### src/rtl/pc_sequencer_if.sv
// Bus between the instruction sequencer (master) and its decoder/fetch environment (slave).
// Optional interrupt signals exist only when PC_SEQUENCER_IRQ_EN is defined.
interface pc_sequencer_if #(
  parameter int unsigned PC_WIDTH = 16
);
  localparam int unsigned SEL_W = 2;
  localparam int unsigned CNT_W = 16;

  logic                stall;
  logic                mem_ready;
  logic                is_jump;
  logic                is_branch;
  logic                branch_taken;
  logic [PC_WIDTH-1:0] jump_target;
  logic [PC_WIDTH-1:0] branch_target;
  logic [PC_WIDTH-1:0] pc;
  logic [SEL_W-1:0]    pc_sel;
  logic                pc_write;
  logic                fetch_req;
  logic                ir_write;
  logic [1:0]          state;
  logic [CNT_W-1:0]    retired;
`ifdef PC_SEQUENCER_IRQ_EN
  logic                irq;
  logic                irq_ack;
  logic [PC_WIDTH-1:0] epc;
`endif

  modport master (
    input  stall, mem_ready, is_jump, is_branch, branch_taken, jump_target, branch_target,
    output pc, pc_sel, pc_write, fetch_req, ir_write, state, retired
`ifdef PC_SEQUENCER_IRQ_EN
    , input irq, output irq_ack, output epc
`endif
  );

  modport slave (
    output stall, mem_ready, is_jump, is_branch, branch_taken, jump_target, branch_target,
    input  pc, pc_sel, pc_write, fetch_req, ir_write, state, retired
`ifdef PC_SEQUENCER_IRQ_EN
    , output irq, input irq_ack, input epc
`endif
  );
endinterface

### src/rtl/pc_sequencer.sv
// Four-state FETCH/DECODE/EXECUTE/WRITEBACK sequencer owning the PC and retired count.
// Define PC_SEQUENCER_IRQ_EN to add edge-triggered interrupt entry with irq_ack/epc.
module pc_sequencer #(
  parameter int unsigned         PC_WIDTH     = 16,
  parameter logic [PC_WIDTH-1:0] RESET_VECTOR = 16'h0000,
  parameter logic [PC_WIDTH-1:0] IRQ_VECTOR   = 16'h0010
) (
  input logic                 clk,
  input logic                 reset,
  pc_sequencer_if.master      bus
);
  localparam int unsigned SEL_W = 2;
  localparam int unsigned CNT_W = 16;

  typedef enum logic [1:0] {
    S_FETCH     = 2'b00,
    S_DECODE    = 2'b01,
    S_EXECUTE   = 2'b10,
    S_WRITEBACK = 2'b11
  } state_t;

  localparam logic [SEL_W-1:0] SEL_SEQ    = 2'b00;
  localparam logic [SEL_W-1:0] SEL_BRANCH = 2'b01;
  localparam logic [SEL_W-1:0] SEL_JUMP   = 2'b10;

  state_t              state_q, state_d;
  logic [PC_WIDTH-1:0] pc_q, pc_d;
  logic [SEL_W-1:0]    pc_sel_q, pc_sel_d;
  logic [PC_WIDTH-1:0] jt_q, jt_d;
  logic [PC_WIDTH-1:0] bt_q, bt_d;
  logic [CNT_W-1:0]    retired_q, retired_d;
  logic [PC_WIDTH-1:0] next_pc;
  logic                fetch_req_c;
  logic                ir_write_c;
  logic                pc_write_c;
  logic [SEL_W-1:0]    pc_sel_c;

`ifdef PC_SEQUENCER_IRQ_EN
  logic                irq_q;
  logic                irq_pending_q, irq_pending_d;
  logic [PC_WIDTH-1:0] epc_q, epc_d;
  logic                irq_ack_c;
  logic                irq_edge;

  assign irq_edge = bus.irq & ~irq_q;
`endif

  always_ff @(posedge clk or posedge reset) begin
    if (reset) begin
      state_q   <= S_FETCH;
      pc_q      <= RESET_VECTOR;
      pc_sel_q  <= SEL_SEQ;
      jt_q      <= '0;
      bt_q      <= '0;
      retired_q <= '0;
    end else begin
      state_q   <= state_d;
      pc_q      <= pc_d;
      pc_sel_q  <= pc_sel_d;
      jt_q      <= jt_d;
      bt_q      <= bt_d;
      retired_q <= retired_d;
    end
  end

`ifdef PC_SEQUENCER_IRQ_EN
  always_ff @(posedge clk or posedge reset) begin
    if (reset) begin
      irq_q         <= 1'b0;
      irq_pending_q <= 1'b0;
      epc_q         <= '0;
    end else begin
      irq_q         <= bus.irq;
      irq_pending_q <= irq_pending_d;
      epc_q         <= epc_d;
    end
  end
`endif

  // Next-state, datapath updates and combinational strobes.
  always_comb begin
    state_d     = state_q;
    pc_d        = pc_q;
    pc_sel_d    = pc_sel_q;
    jt_d        = jt_q;
    bt_d        = bt_q;
    retired_d   = retired_q;
    next_pc     = pc_q + PC_WIDTH'(1);
    fetch_req_c = 1'b0;
    ir_write_c  = 1'b0;
    pc_write_c  = 1'b0;
    pc_sel_c    = pc_sel_q;
`ifdef PC_SEQUENCER_IRQ_EN
    irq_pending_d = irq_pending_q | irq_edge;
    epc_d         = epc_q;
    irq_ack_c     = 1'b0;
`endif

    if (!reset) begin
      unique case (state_q)
        S_FETCH: begin
          fetch_req_c = 1'b1;
          if (!bus.stall && bus.mem_ready) begin
            ir_write_c = 1'b1;
            state_d    = S_DECODE;
          end
        end
        S_DECODE: begin
          if (!bus.stall) begin
            if (bus.is_jump)                          pc_sel_d = SEL_JUMP;
            else if (bus.is_branch && bus.branch_taken) pc_sel_d = SEL_BRANCH;
            else                                      pc_sel_d = SEL_SEQ;
            jt_d    = bus.jump_target;
            bt_d    = bus.branch_target;
            state_d = S_EXECUTE;
          end
        end
        S_EXECUTE: begin
          if (!bus.stall) state_d = S_WRITEBACK;
        end
        S_WRITEBACK: begin
          if (!bus.stall) begin
            unique case (pc_sel_q)
              SEL_BRANCH: next_pc = bt_q;
              SEL_JUMP:   next_pc = jt_q;
              default:    next_pc = pc_q + PC_WIDTH'(1);
            endcase
            pc_write_c = 1'b1;
            pc_d       = next_pc;
            retired_d  = retired_q + CNT_W'(1);
            pc_sel_d   = SEL_SEQ;
            state_d    = S_FETCH;
`ifdef PC_SEQUENCER_IRQ_EN
            // Interrupt entry redirects the PC but the current instruction still retires.
            if (irq_pending_q) begin
              epc_d         = next_pc;
              pc_d          = IRQ_VECTOR;
              irq_ack_c     = 1'b1;
              pc_sel_c      = 2'b11;
              irq_pending_d = irq_edge;
            end
`endif
          end
        end
        default: state_d = S_FETCH;
      endcase
    end
  end

  assign bus.pc        = pc_q;
  assign bus.pc_sel    = pc_sel_c;
  assign bus.pc_write  = pc_write_c;
  assign bus.fetch_req = fetch_req_c;
  assign bus.ir_write  = ir_write_c;
  assign bus.state     = state_q;
  assign bus.retired   = retired_q;
`ifdef PC_SEQUENCER_IRQ_EN
  assign bus.irq_ack   = irq_ack_c;
  assign bus.epc       = epc_q;
`endif
endmodule

### src/flat_wrapper.sv
// flat-port wrapper written by rule: the top's interface ports become plain ports
module pc_sequencer_flat 
#(
  parameter int unsigned         PC_WIDTH     = 16,
  parameter logic [PC_WIDTH-1:0] RESET_VECTOR = 16'h0000,
  parameter logic [PC_WIDTH-1:0] IRQ_VECTOR   = 16'h0010
)
  (clk, reset, bus_stall, bus_mem_ready, bus_is_jump, bus_is_branch, bus_branch_taken, bus_jump_target, bus_branch_target, bus_pc, bus_pc_sel, bus_pc_write, bus_fetch_req, bus_ir_write, bus_state, bus_retired);
  pc_sequencer_if #(.PC_WIDTH(PC_WIDTH)) bus_i ();
  input logic clk;
  input logic reset;
  input wire logic [$bits(bus_i.stall)-1:0] bus_stall;
  input wire logic [$bits(bus_i.mem_ready)-1:0] bus_mem_ready;
  input wire logic [$bits(bus_i.is_jump)-1:0] bus_is_jump;
  input wire logic [$bits(bus_i.is_branch)-1:0] bus_is_branch;
  input wire logic [$bits(bus_i.branch_taken)-1:0] bus_branch_taken;
  input wire logic [$bits(bus_i.jump_target)-1:0] bus_jump_target;
  input wire logic [$bits(bus_i.branch_target)-1:0] bus_branch_target;
  output wire logic [$bits(bus_i.pc)-1:0] bus_pc;
  output wire logic [$bits(bus_i.pc_sel)-1:0] bus_pc_sel;
  output wire logic [$bits(bus_i.pc_write)-1:0] bus_pc_write;
  output wire logic [$bits(bus_i.fetch_req)-1:0] bus_fetch_req;
  output wire logic [$bits(bus_i.ir_write)-1:0] bus_ir_write;
  output wire logic [$bits(bus_i.state)-1:0] bus_state;
  output wire logic [$bits(bus_i.retired)-1:0] bus_retired;
  assign bus_i.stall = bus_stall;
  assign bus_i.mem_ready = bus_mem_ready;
  assign bus_i.is_jump = bus_is_jump;
  assign bus_i.is_branch = bus_is_branch;
  assign bus_i.branch_taken = bus_branch_taken;
  assign bus_i.jump_target = bus_jump_target;
  assign bus_i.branch_target = bus_branch_target;
  assign bus_pc = bus_i.pc;
  assign bus_pc_sel = bus_i.pc_sel;
  assign bus_pc_write = bus_i.pc_write;
  assign bus_fetch_req = bus_i.fetch_req;
  assign bus_ir_write = bus_i.ir_write;
  assign bus_state = bus_i.state;
  assign bus_retired = bus_i.retired;
  pc_sequencer #(.PC_WIDTH(PC_WIDTH), .RESET_VECTOR(RESET_VECTOR), .IRQ_VECTOR(IRQ_VECTOR)) u_core (.clk(clk), .reset(reset), .bus(bus_i));
endmodule
### config.mk
export PLATFORM = sky130hd
export DESIGN_NAME = pc_sequencer_flat
export DESIGN_NICKNAME = d
export VERILOG_FILES = /design/src/rtl/pc_sequencer_if.sv /design/src/rtl/pc_sequencer.sv /design/src/flat_wrapper.sv
export SDC_FILE = /design/constraint.sdc
export NUM_CORES = 1
export LEC_CHECK = 0
export ABC_AREA = 1
export CAP_MARGIN = 20
export CORE_MARGIN = 4
export CORE_UTILIZATION = 55
export CTS_CLUSTER_SIZE = 24
export DETAILED_ROUTE_END_ITERATION = 6
export PLACE_DENSITY = 0.86
export SETUP_SLACK_MARGIN = 0.3
export SLEW_MARGIN = 20
export SYNTH_ARGS = -nofsm -noshare
export SYNTH_HDL_FRONTEND = slang
export SYNTH_SLANG_ARGS = --single-unit
### constraint.sdc
create_clock -name clk -period 2.8 [get_ports clk]
set_input_delay 0.28 -clock clk [delete_from_list [all_inputs] [get_ports clk]]
set_output_delay 0.28 -clock clk [all_outputs]
set_load 0.05 [all_outputs]
==> results.txt <==
- Cell internal power was estimated by the tool at approximately 2600 uW.
- The number of gates resized after CTS was 1.
- After routing the design area is approximately 0.0046 mm^2.
* Final Routed Wirelength: ~8700 um
- At the pin with the least slew margin, the transition time is between 0.6 and 0.7 ns.
* Clock Sinks: between 60 and 70
- Post-Syn Area per Cell: between 7 and 8 um^2
- H-tree level count: 3
- Including well taps, the total number of placed cells is around 600.
* Instance count along the most critical hold path: 3
- The number of hold buffers added after CTS was 0.
* Classification of the worst-slack hold path: primary input to register
- Relative contribution of sequential cells to total power: 0.353
- For this run, design rule violations remaining after detail routing come to 0.
* Switch share: 0.475
- The clock period could shrink to between 2 and 2.5 ns.
* Net count after synthesis: between 500 and 600
* Slew Viols, Final: 0
- The worst hold path begins at bus_branch_target[12].
- Once detailed placement completed, the half-perimeter wirelength came to 6220 um.
- Measured in cells, the most critical reg-to-reg path has a length of 8.
- For this run, the top clock speed supported by timing is 426 MHz.
- The clock arrives with between 0.01 and 0.015 ns of skew.
* Maximum fanout encountered on the critical timing path: 5
- Clock tree from TritonCTS: done
- The worst hold path terminates at u_core.bt_q[12]$_DFFE_PP0P_.
- The first global-routing pass estimated 14700 um of wire.
- The library cells used most frequently in the layout, excluding fill and tap cells, are nand2_1, clkdlybuf4s50_1, dfrtp_1.
- Proportion of synthesized chip area in sequential cells: 0.478
- Worst ir drop on vdd: just over 0.8 mV
- STA classifies the critical path startpoint as a register.
- Share of post-route cells with drive strength above 1: 0.0575
- Row count: 29
* Quantity of I/O buffers inserted on ports: 77
* Setup TNS: 0 ns
- Nature of the critical path endpoint: output port
- Cell count after synthesis: between 400 and 500
- Critical register-to-register path startpoint: u_core.bus.pc_sel[0]$_DFFE_PP0P_
* Clock network fraction of total power: 0.151
- Dpl cell area: 0.00441 mm^2
- The number of antenna violations at the first check in global routing was 0.
- The flow ran to the end, and the final reports show no timing, DRC or antenna violations.
- In this run the post-CTS setup repair buffer count came out at 0.
* Most common library cell in the layout ignoring fill and taps: nand2_1
* Critical path arrival: just over 2 ns
- Number of global-route vias before repair: 3119
- In the final design database the tool counted 582 nets.
- Die extent in x: about 90 um
* Total I/O pin count: 78
* CTS Root Cell: clkbuf_8
- Final hold violation count: 0
* Ratio of total power to cell area: 1060 mW/mm^2
* Number of flip-flops and latches in the synthesized netlist: approximately 70
- Summing every instance area after synthesis gives about 0.0036 mm^2.
- The tool flagged a number of max-cap violations equal to 0.
- In this run the critical register-to-register path is captured at u_core.bus.pc[8]$_DFFE_PP0P_.
* GR Overflow Total: 0
- The analysis attributes to cell leakage a power of between 0.002 and 0.0025 uW.
* Category of the critical setup timing path: register to output port
- Largest net degree at the start of global routing: 69
- The congestion estimate from routability-driven global placement came to a little over 0.8.
- The number of antenna diodes in the final layout is 0.
- During synthesis, Yosys emitted a total of 0 warnings.
- Comb pwr share: 0.496
* Total Die Area: between 0.007 and 0.008 mm^2
- Relative to the synthesized area, the layout overhead comes to 28.6%.
- The core region is about 0.0063 mm^2.
- Net switching power figure: 2310 uW
- Vias after detailed routing: around 3300
- Unique cell type count in the Yosys netlist: 29
* Worst EP required: between 2 and 3 ns
- Drt pass-1 iters: 5
- Setup repair after global routing missed its margin: false
- First-iteration detailed-routing DRC count: 298
* Worst Hold Slack: approximately 0.47 ns
* Period utilization: 0.838
* Final setup violating endpoints: 0
- Later-pin clock latency in the skew report: 0.34 ns
- The number of clock buffers added by TritonCTS is 9.
* Number of fillers in the final layout: roughly 480
- Setup slack, reg-to-reg: 0.67 ns
- The detail route stage leaves a number of antenna-violating nets equal to 0.
- Counting along the longest clock path gives a buffer depth of 2.
- Routed length per instance: around 14 um
- Global router's overall resource usage: 0.242
- The finished layout holds 616 standard cells, fillers aside.
- Max-slew headroom at the worst pin: 0.548
* Via density per instance: approximately 5.3
- Clock Pin Slew Worst Setup and Hold Paths: 0.07 ns
- Starting utilization of the core area: 0.564
- The die is 88.5 um tall.
[state kept, by name, summed over array words and instances, names as in the netlist]
signal	count
u_core.bus.state	2
u_core.bus.pc	16
u_core.bus.retired	16
u_core.bus.pc_sel	2
u_core.jt_q	16
u_core.bt_q	16
[how the worst max path moves through the flow]
stage / startpoint / endpoint
after global placement: reset / bus_ir_write
final: u_core.bus.state[0]$_DFFE_PP0P_ / bus_fetch_req
after global routing: u_core.bus.state[0]$_DFFE_PP0P_ / bus_fetch_req
after CTS: u_core.bus.state[0]$_DFFE_PP0P_ / bus_fetch_req
after floorplan: u_core.bus.state[0]$_DFFE_PP0P_ / bus_ir_write
after detailed placement: reset / bus_ir_write
[cell families (layout without fill, tap and decap cells)]
group	after synthesis	in the layout	synth area share
and+or+nand+nor	237	237	0.280
AOI/OAI and AO/OA	69	69	0.109
DFF	68	68	0.478
buffers and inverters	64	144	0.0734
xor gates and xnor gates	13	13	0.0320
adders and majority gates	8	8	0.0281
[worst max-delay path: stages, from the launching register on]
cell and delay, ns:
dfrtp_1 0.43, inv_1 0.10, ha_1 0.21, inv_1 0.08
nor2_1 0.09, clkdlybuf4s50_1 0.81
[power by group through the flow]
stage / clock (uW) / sequential [uW] / combinational [uW]
2_1_floorplan: 0 / 2250 / 1110
3_3_place_gp: 0 / 1690 / 2330
3_5_place_dp: 0 / 1720 / 2400
4_1_cts: 744 / 1710 / 2420
5_1_grt: 789 / 1770 / 2660
6_report: 734 / 1720 / 2410
[stage by stage]
| step | setup WS, ns | total power (uW) | utilization |
|---|---|---|---|
| 2_1_floorplan | 0.632 | 3370 | - |
| 3_3_place_gp | 0.576 | 4030 | 0.698 |
| 3_5_place_dp | 0.524 | 4130 | 0.698 |
| 4_1_cts | 0.446 | 4870 | 0.726 |
| 5_1_grt | 0.379 | 5220 | 0.726 |
| 6_report | 0.453 | 4860 | 0.726 |
[cell usage after synthesis]
library cell    n  area, um^2
nand3_1        20         100
inv_1          48         180
ha_1            8         100
a21oi_1        23         115
nand3b_1        1        7.51
xnor2_1         5        43.8
clkbuf_4        1        7.51
xor2_1          8        70.1
o21bai_1        4        30.0
buf_2           8        40.0
nand2_4         1        11.3
o22ai_1         1        6.26
dfrtp_1        68        1700
nor2_1         38         143
nor4_1          3        18.8
nand2_1       159         597
clkbuf_1        5        18.8
nor2_4          3        33.8
nand3_2         1        10.0
a22o_1          6        52.6
buf_1           1        3.75
o211ai_1        3        22.5
nor3_4          1        16.3
nor3_1          3        15.0
a22oi_1         1        7.51
nand2_2         3        18.8
buf_6           1        11.3
o21ai_0        31         155
nand4_1         4        25.0
[final cells by class]
type	instances	area [um^2]	share of cell area
clock buffers	11	151	0.0330
clock inverters	4	25.0	0.00546
inverters	48	180	0.0393
multi-input cells	327	1610	0.350
flip-flops and latches	68	1700	0.371
well taps	77	96.3	0.0210
repair buffers	81	822	0.179
[layer usage]
layer / track usage / vias to the layer above / routed length, um
met5: 0 / - / 0
met2: 0.379 / 101 / 4180
li1: - / 1604 / -
met4: 0.0934 / 0 / 181
met3: 0.0391 / 20 / 468
met1: 0.338 / 1536 / 3850
(Power assumes the default switching activity.)
